==> config.mk <==
export PLATFORM = sky130hd
export DESIGN_NAME = instr_sequencer
export DESIGN_NICKNAME = d
export VERILOG_FILES = /design/src/rtl/instr_sequencer.sv
export SDC_FILE = /design/constraint.sdc
export NUM_CORES = 1
export LEC_CHECK = 0
export ABC_CLOCK_PERIOD_IN_PS = 1500
export BUFFER_PORTS_ARGS = -buffer_cell sky130_fd_sc_hd__buf_2
export CORE_ASPECT_RATIO = 0.8
export CORE_MARGIN = 4
export CORE_UTILIZATION = 40
export CTS_CLUSTER_DIAMETER = 40
export DETAILED_ROUTE_END_ITERATION = 16
export PLACE_DENSITY = 0.71
export SYNTH_ARGS = -nofsm -noshare
export SYNTH_HDL_FRONTEND = slang
export SYNTH_SLANG_ARGS = --single-unit
==> constraint.sdc <==
create_clock -name clk -period 1.5 [get_ports clk]
set_input_delay 0.15 -clock clk [delete_from_list [all_inputs] [get_ports clk]]
set_output_delay 0.15 -clock clk [all_outputs]
set_load 0.02 [all_outputs]
==> src/rtl/instr_sequencer.sv <==
// +--------------------------------------------------------------------------+
// | instr_sequencer : multi-cycle FETCH/DECODE/EXEC/MEM/WB control sequencer |
// | Revision 1.0                                                             |
// +--------------------------------------------------------------------------+
`default_nettype none

module instr_sequencer #(
  parameter int unsigned MEM_TIMEOUT = 15
) (
  input  logic       clk,
  input  logic       rst_n,
  input  logic       run,
  input  logic [7:0] instr,
  output logic       imem_req,
  input  logic       imem_ready,
  input  logic       dmem_ready,
  output logic [7:0] ir,
  output logic       pc_inc,
  output logic       reg_write,
  output logic       alu_src,
  output logic       mem_read,
  output logic       mem_write,
  output logic       mem_to_reg,
  output logic       retire,
  output logic [7:0] retired_count,
  output logic       illegal,
  output logic       timeout
);

  localparam int unsigned      CNT_W    = $clog2(MEM_TIMEOUT + 1);
  localparam logic [CNT_W-1:0] CNT_LAST = CNT_W'(MEM_TIMEOUT - 1);

  localparam logic [2:0] OP_ADD  = 3'b000;
  localparam logic [2:0] OP_SW   = 3'b101;
  localparam logic [2:0] OP_LW   = 3'b110;

  typedef enum logic [2:0] {
    S_IDLE   = 3'd0,
    S_FETCH  = 3'd1,
    S_DECODE = 3'd2,
    S_EXEC   = 3'd3,
    S_MEM    = 3'd4,
    S_WB     = 3'd5,
    S_FAULT  = 3'd6
  } state_t;

  state_t           state;
  state_t           state_next;
  logic [CNT_W-1:0] wait_cnt;
  logic [2:0]       op;
  logic             op_legal;
  logic             op_is_mem;

  assign op        = ir[7:5];
  assign op_legal  = (op == OP_ADD) || op[2];
  assign op_is_mem = (op == OP_SW) || (op == OP_LW);

  always_comb begin
    state_next = state;
    imem_req   = 1'b0;
    pc_inc     = 1'b0;
    reg_write  = 1'b0;
    alu_src    = 1'b0;
    mem_read   = 1'b0;
    mem_write  = 1'b0;
    mem_to_reg = 1'b0;
    retire     = 1'b0;
    case (state)
      S_IDLE: begin
        if (run) state_next = S_FETCH;
      end
      S_FETCH: begin
        imem_req = 1'b1;
        pc_inc   = imem_ready;
        // A completing fetch wins over an expiring wait in the same cycle.
        if (imem_ready)                state_next = S_DECODE;
        else if (wait_cnt == CNT_LAST) state_next = S_FAULT;
      end
      S_DECODE: begin
        if (op_legal) state_next = S_EXEC;
        else          state_next = run ? S_FETCH : S_IDLE;
      end
      S_EXEC: begin
        alu_src    = (op != OP_ADD);
        state_next = op_is_mem ? S_MEM : S_WB;
      end
      S_MEM: begin
        alu_src    = 1'b1;
        mem_read   = (op == OP_LW);
        mem_to_reg = (op == OP_LW);
        mem_write  = (op == OP_SW);
        if (dmem_ready)                state_next = S_WB;
        else if (wait_cnt == CNT_LAST) state_next = S_FAULT;
      end
      S_WB: begin
        reg_write  = (op != OP_SW);
        mem_to_reg = (op == OP_LW);
        retire     = 1'b1;
        state_next = run ? S_FETCH : S_IDLE;
      end
      S_FAULT: begin
        state_next = S_FAULT;
      end
      default: begin
        state_next = S_IDLE;
      end
    endcase
  end

  always_ff @(posedge clk or negedge rst_n) begin
    if (!rst_n) begin
      state         <= S_IDLE;
      ir            <= 8'h00;
      retired_count <= 8'd0;
      illegal       <= 1'b0;
      timeout       <= 1'b0;
      wait_cnt      <= '0;
    end else begin
      state <= state_next;
      if (state == S_FETCH && imem_ready) ir <= instr;
      if (state == S_DECODE && !op_legal) illegal <= 1'b1;
      if (state_next == S_FAULT && state != S_FAULT) timeout <= 1'b1;
      if (state == S_WB) retired_count <= retired_count + 8'd1;
      // Staying in FETCH or MEM implies the access is still waiting.
      if (state_next != state)
        wait_cnt <= '0;
      else if (state == S_FETCH || state == S_MEM)
        wait_cnt <= wait_cnt + CNT_W'(1);
    end
  end

endmodule

`default_nettype wire

==> impl_metrics.ini <==
[detailed_routing]
wl_met3_um = 284
routed.top_layer = met4
drtPass1Iterations = 4
drt-met1-wl_um = 1650
viasPerCell = 5.26
post_drt_wl_per_cell_um = 16.8
met2WireLength_um = 1980
vias = 1247
wl_um = 3980
route.detailed.drc = 0
antenna_left = 0
drt_iter0_drc = 79

[job]
maxCapViolations = 0

[sta]
setup_viol = 24
rsz0062_at_grt = yes
finalWorstSetupSlack_ps = -137
min_period_over_period_pct = 109
hold_violations = 0
skew_ps = 11.5
fmax_ghz = 0.611
slew_viol_final = 0
worstMarginPinSlew_ps = 558
period_needed_ps = 1640
fin_hold_ws_ps = 106
slew_headroom_pct = 62.8

[clocking]
cts_buffers = 3
cts_tree = yes
clockBufferDepth = 2
clockRootBuffer = clkbuf_8
h-tree-depth = 1
clock_sinks = 25
path_clk_slew_ps = 100
clk_latency_ps = 280

[power_and_ir_drop]
clock_power_share_pct = 8.4
pwr_density_cell_nw_per_um2 = 2290
switching_share_pct = 42.7
switchingPower_w = 0.00209
seqPwrFrac_pct = 23.4
intPower_w = 0.00281
p_comb_share_pct = 68.2
peakVddDrop_v = 0.00147
p_leak_nw = 1.03

[logic_synthesis]
synth_area_per_cell_sq_um = 10.8
synth.area.top_cells = dfrtp_1, mux2_2, xnor2_1
synth_warnings = 0
synth_seq_cells = 25
synth_edf_count = 0
yosys.area.top_type_share_pct = 47.0
syn_area_sq_um = 1330
async_flop_share_pct = 100
syn_inst = 123
synth-main-ff-cell = dfrtp_1
synth_nets = 139
synth.distinct_cells = 44
ys_seq_area_share_pct = 47.0
synth_area_leader_cell = dfrtp_1

[cells_and_area]
drive_gt1_share_pct = 61.9
register_area_sq_um = 629
final_cells = 237
fillers = 236
area_growth_pct = 61.3
fin_area_sq_um = 2150
antenna_cells = 0
multiInputGateArea_sq_um = 822
final_net_count = 214

[worst_setup_path]
crit_start = state[2]
cp_data_required_time_ps = 1350
slowest_stage = dfrtp_2
crit_path_cell_trace = inv_2 > or3_4 > buf_6 > nor2_4 > buf_6
worstSetupStartpointType = flip-flop
critPathKind = reg2out
rr_worst_depth = 5
cp_max_fo = 6
worst_r2r_endpoint = wait_cnt[2]
cp-endpoint = reg_write
cp.arrival_ps = 1490
cp_slowest_stage_delay_ps = 450
crit_top_cell = buf_6
worstSetupEndpointType = output pin
timing.rr.start = state[1]
r2r_slack_ps = -90

[global_routing]
grt_pass1_vias = 1256
track_usage_pct = 19.0
grt_max_degree = 26
antenna_found_initial = 0
grt.overflow.total = 0
grt_pass1_wl_um = 6270

[placement]
portBuffers = 38
place.gp.congestion = 0.902
dp_cells = 217
hpwlAfterDp_um = 2600
placed_area_sq_um = 1730

[die]
dieArea_sq_um = 4320
row_count = 18
coreArea_sq_um = 3130
ios = 39
initial_core_util_pct = 42.5
die_h_um = 59.6
die_w_um = 72.5

[status]
failed_checks = setup timing
status = complete, but fails checks

[worst_hold_path]
hp-class = in2reg
-- logic make-up after synthesis --
kind of cell / share of synthesized area (%)
AND/OR/NAND/NOR: 18.9
flip-flops: 47.0
AO/OA/AOI/OAI: 12.7
XOR/XNOR: 7.24
buffers and inverters: 4.51
multiplexers: 6.77
adder cells (fa/ha/maj): 2.82
-- worst min path at each step --
stage                   from  endpoint  depth (start not counted)
detailed placement     rst_n     ir[4]                          1
floorplan              rst_n   illegal                          0
global placement       rst_n     ir[4]                          1
finish              instr[6]     ir[6]                          2
global route        instr[1]     ir[1]                          2
CTS                 instr[1]     ir[1]                          2
-- final cells by class --
| cell class | count | area share (%) |
|---|---|---|
| multi-input combinational | 87 | 38.3 |
| clock inverter | 1 | 0.233 |
| sequential | 25 | 29.3 |
| clock buffer | 3 | 1.92 |
| tap | 40 | 2.33 |
| inverter | 6 | 1.63 |
| timing repair buffer | 75 | 26.2 |
-- state kept, by name, summed over array words and instances (netlist names) --
signal         cells
illegal            1
ir                 8
retired_count      8
state              3
timeout            1
wait_cnt           4
-- synth_stat cells (2+ instances only) --
cell type and instances:
a21o_1 3, buf_2 2, dfrtp_1 25, ha_1 3
inv_1 3, mux2_2 8, nand2_1 13, nand3_1 3
nor2_1 7, nor2b_1 4, nor3_1 7, o21ai_0 4
xnor2_1 7, xor2_1 4
-- cells in the final DEF (no fill, tap or decap), types with 3 or more instances in the layout --
cell / instances
nor3_1: 3
nand2_1: 11
a21o_1: 3
xor2_1: 4
dfrtp_2: 3
buf_2: 31
dfrtp_1: 22
buf_6: 10
clkbuf_8: 3
buf_12: 3
nor2_1: 4
buf_4: 30
nor3_2: 4
xnor2_1: 6
mux2_4: 8
-- per-stage QoR --
step | TNS (ps) | utilization (%) | power, W | setup WS [ps]
6_report | -1690 | 68.5 | 0.00491 | -137
5_1_grt | -3300 | 68.5 | 0.00519 | -192
4_1_cts | -1660 | 63.2 | 0.00425 | -132
3_5_place_dp | -871 | 55.4 | 0.00338 | -137
3_3_place_gp | -148 | 55.4 | 0.00329 | -19.0
2_1_floorplan | -1130 | - | 0.00259 | -120
-- per-layer routing --
| layer | global-route usage [%] | vias up |
|---|---|---|
| met2 | 30.4 | 49 |
| li1 | - | 582 |
| met5 | 0 | - |
| met3 | 4.41 | 8 |
| met1 | 25.7 | 608 |
| met4 | 5.79 | 0 |
-- what timing repair did --
item                       in CTS  in global routing
setup buffers                   9                  6
setup endpoints to repair      24                 27
hold buffers                    1                  0
resized for setup              30                 27
hold endpoints to repair       25                  0
pin swaps                       9                 13
-- critical path, delay by kind of cell (launching register included) --
family,cells,cell delay (ps)
buffers and inverters,3,300
flip-flops,1,450
AND/OR/NAND/NOR,2,460
-- power by group through the flow --
| stage | combinational (W) | sequential [W] | clock [W] |
|---|---|---|---|
| after global routing | 0.00355 | 0.00118 | 0.000455 |
| final | 0.00335 | 0.00115 | 0.000412 |
| after global placement | 0.00216 | 0.00113 | 0 |
| after CTS | 0.00270 | 0.00113 | 0.000422 |
| after detailed placement | 0.00222 | 0.00115 | 0 |
| after floorplan | 0.00129 | 0.00130 | 0 |
(Power assumes the default switching activity.)
